===== src/rtl/if_fetch_unit_if.sv =====
// ----------------------------------------------------------------------------
// if_fetch_unit_if
// Bundles the fetch stage's bus signals: the stall vector, the ID branch bus,
// the instruction SRAM read port and the IF->ID outputs.
//   stall           : stall vector, bit0 = PC/fetch hold, bit1 = ID hold
//   br_bus          : {br_e, br_addr[31:0]} from ID
//   inst_sram_*     : instruction SRAM request / synchronous read data
//   if_to_id_bus    : {ce, pc} handed to ID
//   id_inst         : instruction for the PC that ID currently holds
// master = fetch unit, slave = surrounding pipeline / SRAM.
// ----------------------------------------------------------------------------
interface if_fetch_unit_if #(
    parameter int unsigned STALL_W = 6
);
    logic [STALL_W-1:0] stall;
    logic [32:0]        br_bus;
    logic [31:0]        inst_sram_rdata;
    logic               inst_sram_en;
    logic [3:0]         inst_sram_wen;
    logic [31:0]        inst_sram_addr;
    logic [31:0]        inst_sram_wdata;
    logic [32:0]        if_to_id_bus;
    logic [31:0]        id_inst;

    modport master (
        input  stall,
        input  br_bus,
        input  inst_sram_rdata,
        output inst_sram_en,
        output inst_sram_wen,
        output inst_sram_addr,
        output inst_sram_wdata,
        output if_to_id_bus,
        output id_inst
    );

    modport slave (
        output stall,
        output br_bus,
        output inst_sram_rdata,
        input  inst_sram_en,
        input  inst_sram_wen,
        input  inst_sram_addr,
        input  inst_sram_wdata,
        input  if_to_id_bus,
        input  id_inst
    );
endinterface


===== src/rtl/if_fetch_unit.sv =====
// ----------------------------------------------------------------------------
// if_fetch_unit
// Instruction-fetch stage: owns the PC, issues instruction SRAM reads and
// produces the IF->ID bus. Branches from ID redirect the PC; a branch seen
// while fetch is stalled is remembered and taken on release. The fetched
// instruction is frozen while ID is stalled.
//   clk : clock, rising edge
//   rst : synchronous active-low reset
//   bus : if_fetch_unit_if master modport (stall, br_bus, SRAM port,
//         if_to_id_bus, id_inst)
// ----------------------------------------------------------------------------
module if_fetch_unit #(
    parameter logic [31:0] RESET_PC = 32'hBFBF_FFFC,
    parameter int unsigned STALL_W  = 6
) (
    input  logic           clk,
    input  logic           rst,
    if_fetch_unit_if.master bus
);

    typedef enum logic {
        PASS = 1'b0,
        HOLD = 1'b1
    } inst_state_t;

    inst_state_t state;

    logic [31:0] pc_reg;
    logic        ce_reg;
    logic        pend_valid;
    logic [31:0] pend_addr;
    logic        ce_d;
    logic [31:0] hold_reg;

    logic        br_e;
    logic [31:0] br_addr;
    logic        stall_pc;
    logic        stall_id;
    logic [31:0] next_pc;
    logic [31:0] pass_inst;
    logic        unused_stall;

    assign br_e     = bus.br_bus[32];
    assign br_addr  = bus.br_bus[31:0];
    assign stall_pc = bus.stall[0];
    assign stall_id = bus.stall[1];

    // Upper stall bits belong to later stages; an ID bubble (bit2) needs no
    // special handling here.
    assign unused_stall = ^bus.stall;

    // Live branch beats a remembered one; the sequential path is the fallback.
    always_comb begin
        next_pc = pc_reg + 32'd4;
        if (br_e) begin
            next_pc = br_addr;
        end else if (pend_valid) begin
            next_pc = pend_addr;
        end
    end

    // SRAM data is only meaningful once a fetch was issued the cycle before.
    assign pass_inst = ce_d ? bus.inst_sram_rdata : '0;

    always_ff @(posedge clk) begin
        if (!rst) begin
            pc_reg     <= RESET_PC;
            ce_reg     <= 1'b0;
            pend_valid <= 1'b0;
            pend_addr  <= '0;
            ce_d       <= 1'b0;
            hold_reg   <= '0;
            state      <= PASS;
        end else begin
            ce_d <= ce_reg;

            if (!stall_pc) begin
                pc_reg     <= next_pc;
                ce_reg     <= 1'b1;
                pend_valid <= 1'b0;
            end else if (br_e) begin
                // Last branch seen during the stall wins.
                pend_addr  <= br_addr;
                pend_valid <= 1'b1;
            end

            case (state)
                PASS: begin
                    if (stall_id) begin
                        hold_reg <= pass_inst;
                        state    <= HOLD;
                    end
                end
                HOLD: begin
                    if (!stall_id) begin
                        state <= PASS;
                    end
                end
                default: state <= PASS;
            endcase
        end
    end

    assign bus.inst_sram_en    = ce_reg;
    assign bus.inst_sram_wen   = '0;
    assign bus.inst_sram_addr  = pc_reg;
    assign bus.inst_sram_wdata = '0;
    assign bus.if_to_id_bus    = {ce_reg, pc_reg};
    assign bus.id_inst         = (state == HOLD) ? hold_reg : pass_inst;

endmodule


===== src/flat_wrapper.sv =====
// flat-port wrapper written by rule: the top's interface ports become plain ports
module if_fetch_unit_flat 
#(
    parameter logic [31:0] RESET_PC = 32'hBFBF_FFFC,
    parameter int unsigned STALL_W  = 6
)
  (clk, rst, bus_stall, bus_br_bus, bus_inst_sram_rdata, bus_inst_sram_en, bus_inst_sram_wen, bus_inst_sram_addr, bus_inst_sram_wdata, bus_if_to_id_bus, bus_id_inst);
  if_fetch_unit_if #(.STALL_W(STALL_W)) bus_i ();
  input  logic clk;
  input  logic rst;
  input wire logic [$bits(bus_i.stall)-1:0] bus_stall;
  input wire logic [$bits(bus_i.br_bus)-1:0] bus_br_bus;
  input wire logic [$bits(bus_i.inst_sram_rdata)-1:0] bus_inst_sram_rdata;
  output wire logic [$bits(bus_i.inst_sram_en)-1:0] bus_inst_sram_en;
  output wire logic [$bits(bus_i.inst_sram_wen)-1:0] bus_inst_sram_wen;
  output wire logic [$bits(bus_i.inst_sram_addr)-1:0] bus_inst_sram_addr;
  output wire logic [$bits(bus_i.inst_sram_wdata)-1:0] bus_inst_sram_wdata;
  output wire logic [$bits(bus_i.if_to_id_bus)-1:0] bus_if_to_id_bus;
  output wire logic [$bits(bus_i.id_inst)-1:0] bus_id_inst;
  assign bus_i.stall = bus_stall;
  assign bus_i.br_bus = bus_br_bus;
  assign bus_i.inst_sram_rdata = bus_inst_sram_rdata;
  assign bus_inst_sram_en = bus_i.inst_sram_en;
  assign bus_inst_sram_wen = bus_i.inst_sram_wen;
  assign bus_inst_sram_addr = bus_i.inst_sram_addr;
  assign bus_inst_sram_wdata = bus_i.inst_sram_wdata;
  assign bus_if_to_id_bus = bus_i.if_to_id_bus;
  assign bus_id_inst = bus_i.id_inst;
  if_fetch_unit #(.RESET_PC(RESET_PC), .STALL_W(STALL_W)) u_core (.clk(clk), .rst(rst), .bus(bus_i));
endmodule

===== config.mk =====
export PLATFORM = sky130hd
export DESIGN_NAME = if_fetch_unit_flat
export DESIGN_NICKNAME = d
export VERILOG_FILES = /design/src/rtl/if_fetch_unit_if.sv /design/src/rtl/if_fetch_unit.sv /design/src/flat_wrapper.sv
export SDC_FILE = /design/constraint.sdc
export NUM_CORES = 1
export LEC_CHECK = 0
export BUFFER_PORTS_ARGS = -buffer_cell sky130_fd_sc_hd__buf_2
export CAP_MARGIN = 10
export CORE_MARGIN = 5
export CORE_UTILIZATION = 49
export CTS_BUF_LIST = sky130_fd_sc_hd__clkbuf_16
export DETAILED_ROUTE_END_ITERATION = 16
export PLACE_DENSITY = 0.87
export SKIP_LAST_GASP = 1
export SLEW_MARGIN = 20
export SYNTH_ARGS = -nofsm -noshare
export SYNTH_HDL_FRONTEND = slang
export SYNTH_SLANG_ARGS = --single-unit

===== constraint.sdc =====
create_clock -name clk -period 1.9 [get_ports clk]
set_input_delay 0.285 -clock clk [delete_from_list [all_inputs] [get_ports clk]]
set_output_delay 0.285 -clock clk [all_outputs]
set_load 0.005 [all_outputs]

After elaboration in Yosys (flattened, before gate mapping)
Index checks and enable logic that the tools add are counted.
- output and inout bits: 134
- register bits after elaboration: 100
- logic and storage cells: 17
- input bits: 73
- bitwise gates (word level): 1
- multiplexer cells: 5
- reductions and logical operators: 3
- add/sub/neg operators: 1
- operator list (cell ; count):
    32-bit two-way mux ; 4
    32-bit by 3-bit adder with 32-bit output (second input constant) ; 1
    2-bit AND reduction ; 3
    1-bit two-way mux ; 1
    1-bit NOT ; 1

Depth between registers and ports, before layout
- depth after elaboration: 3
- depth in mapped cells: 8

Worst setup path before layout
OpenSTA, ideal clock, no wires.
- kind: register to register
- from: register u_core.pc_reg[2] (netlist: u_core.bus.inst_sram_addr[2])
- to: register u_core.pc_reg[30] (netlist: u_core.bus.inst_sram_addr[30])
- period minus slack after synthesis: 1.756 ns
- cell stages (with the launch flop): 7
- path slack: 0.144 ns
- data arrival time: 1.661 ns
- path through: dfxtp_1 -> ha_1 -> nand3_1 -> nor2_1 -> and4_1 -> o21ai_1 -> a221oi_1
- cells in the longest elaborated chain, start to end: 3
- RTL lines (item ; line ; text):
    start: declaration ; if_fetch_unit.sv:28 ; logic [31:0] pc_reg;
    start signal: assignment ; if_fetch_unit.sv:78 ; pc_reg <= next_pc;
    32-bit by 3-bit adder with 32-bit output ; if_fetch_unit.sv:54 ; next_pc = pc_reg + 32'd4;
    32-bit two-way mux ; if_fetch_unit.sv:57 ; end else if (pend_valid) begin
    32-bit two-way mux ; if_fetch_unit.sv:55 ; if (br_e) begin
Every way passes these cells.
A chain may end at the register's enable or synchronous reset.

Worst setup path in the final report
- from: register u_core.pc_reg[8] (netlist: u_core.bus.inst_sram_addr[8])
- to: register u_core.pc_reg[29] (netlist: u_core.bus.inst_sram_addr[29])
Same word-level chain as after synthesis.

==> results.json <==
{
  "cts_tree": "built",
  "pre_cts_ws_ns": 0.0685,
  "gp_congestion": 0.859,
  "worst_slack_ns": 0.0734,
  "ir_drop_uv": 385,
  "yosysWarnings": 0,
  "crit_chain": "nand4_1 > nor2_1 > and2_1 > nand4_1 > a211oi_1",
  "avgSynthCellArea_sq_um": 7.28,
  "clkSinkCount": 100,
  "path_buf_inv": 0,
  "tightest_slew_ns": 0.527,
  "cp_top_family": "simple AND/OR/NAND/NOR gates",
  "diodes": 0,
  "whs_ns": 0.187,
  "drive_gt1_share_pct": 26.9,
  "rsz0062_at_grt": "no",
  "drv_cap": 0,
  "die_h_um": 114,
  "synth_area_sq_um": 5330,
  "critPathLaunchType": "flip-flop",
  "fin_util_pct": 59.8,
  "wl_per_cell_um": 14.3,
  "cpMaxStageDelayCell": "dfxtp_1",
  "core_area_sq_um": 10700,
  "multi_input_area_sq_um": 2710,
  "worstSetupPathType": "reg2reg",
  "cts_buffers": 9,
  "finClkSkew_ns": 0.0114,
  "fmax_mhz": 547,
  "die-area_sq_um": 13100,
  "cp.required_ns": 2.14,
  "seq_area_frac_synth_pct": 37.6,
  "n_fill_cell": 989,
  "antenna_found_initial": 1,
  "setup_violations": 0,
  "vias": 5452,
  "synth_edf_count": 0,
  "drt_iter0_markers": 480,
  "cts-root-buf": "clkbuf_16",
  "clock_path_buffers": 2,
  "syn2layout_area_growth_pct": 20.6,
  "critPathMaxFanout": 5,
  "leakage_nw": 2.72,
  "io_buffers": 166,
  "pin_count": 207,
  "grt_use_total_pct": 21.1,
  "synth-seq-cells": 100,
  "die_w_um": 114,
  "grt_remaining_overflow": 0,
  "ys_types": 40,
  "vias_per_cell": 5.42,
  "max_stage_delay_ns": 0.42,
  "syn_inst": 732,
  "ant_nets": 0,
  "status": "finished clean",
  "nets": 936,
  "hold_path.class": "in2reg",
  "crit_arrival_ns": 2.07,
  "route.detailed.drc": 0,
  "async_flop_share_pct": 0,
  "power.total_mw": 5.13,
  "rows": 38,
  "min_period_ns": 1.83,
  "hpwl_mm": 10.4,
  "synth_ff_type": "dfxtp_1",
  "clk_latency_ns": 0.33,
  "hold_viol_final": 0,
  "setup_tns_ns": 0,
  "grt_max_degree": 37,
  "drtPass1Iterations": 5,
  "start_util_pct": 49.6,
  "post-route-period-util_pct": 96.1,
  "grt_pass1_wl_mm": 22.9,
  "timing.critical_path.to_type": "flip-flop",
  "max_slew_margin_pct": 64.8,
  "path_clk_slew_ns": 0.07,
  "routed_wl_mm": 14.4,
  "grt_pass1_vias": 4804,
  "p_per_area_nw_per_um2": 798,
  "regArea_sq_um": 2000,
  "cpMostUsedCell": "nand4_1",
  "slew_viol_final": 0,
  "cts_max_level": 3
}
==> path summary, 6_finish.rpt <==
check,from,endpoint,slack (ns),cells past startpoint
setup / recovery,u_core.bus.inst_sram_addr[8],u_core.bus.inst_sram_addr[29],0.07,5
hold / removal,bus_stall[1],u_core.state,0.19,2
setup reg to reg,u_core.bus.inst_sram_addr[8],u_core.bus.inst_sram_addr[29],0.07,5
hold reg to reg,u_core.pend_addr[1],u_core.pend_addr[1],0.45,2
==> area by class of cell <==
cell class,instances,area share (%)
clock inverters,6,1.01
inverters,12,0.701
flip-flops and latches,100,31.2
multi-input cells,533,42.1
clock buffers,9,3.50
repair buffers,206,18.8
well taps,140,2.73
==> layer usage <==
metal	track usage (%)	vias up	share of wire, %
li1	-	2689	-
met1	26.9	2479	40
met2	35.5	264	49
met3	5.34	18	10
met4	5.86	2	1.2
met5	0	-	0.090
==> where the power goes <==
part,switching (mW),leakage [nW],internal (mW)
clock network,0.788,0.135,1.01
registers,0.102,0.820,2.21
logic,0.580,1.76,0.432
total,1.47,2.72,3.66
==> through the flow <==
step	cell area, sq um	std cells
final	6430	1006
after CTS	6400	1004
after global placement	6110	989
after global routing	6430	1006
after floorplan	5460	767
after detailed placement	6110	989
==> placed cells by master (no fill, tap or decap), types with 9 or more instances in the layout <==
cell	count
a221o_1	13
o21ai_0	49
o22a_1	9
inv_1	12
clkbuf_16	9
a221oi_1	15
a21oi_1	97
dfxtp_1	98
nor2_1	26
nand2_1	178
conb_1	36
buf_4	34
a2bb2oi_1	9
nand3_1	42
buf_2	166
==> cells by family after synthesis <==
kind of cell,count (synthesis),share of synthesized area [%]
AO/OA/AOI/OAI,211,24.0
XOR/XNOR,1,0.164
adder cells (fa/ha/maj),1,0.235
buffers and inverters,134,14.4
flip-flops,100,37.6
multiplexers,3,0.564
other,1,0.0704
AND/OR/NAND/NOR,281,23.0
==> timing repair <==
action                     CTS  global route
resized for setup            0             2
buffers inserted             0             2
setup endpoints to repair    0             7
hold buffers                 0             0
==> synthesized netlist by cell type, drive strengths merged (2+ instances only) <==
cell type	instances	area [sq um]
clkbuf	44	165
nor3	4	25.0
nand2	178	668
dfxtp	100	2000
buf	78	556
o21ai	50	250
and3	3	20.0
o31ai	2	15.0
nor2b	2	12.5
a221o	13	130
a2bb2oi	9	78.8
a221oi	15	131
nand2b	6	37.5
o22a	9	78.8
nand3	43	215
inv	12	45.0
mux2i	3	30.0
nand4	9	62.6
and2	4	25.0
or2	2	12.5
a21oi	97	485
nor2	26	97.6
o21a	2	15.0
o211ai	2	15.0
a31oi	8	50.1
and4	3	26.3
Note: power is estimated with default switching activity, not from simulation.
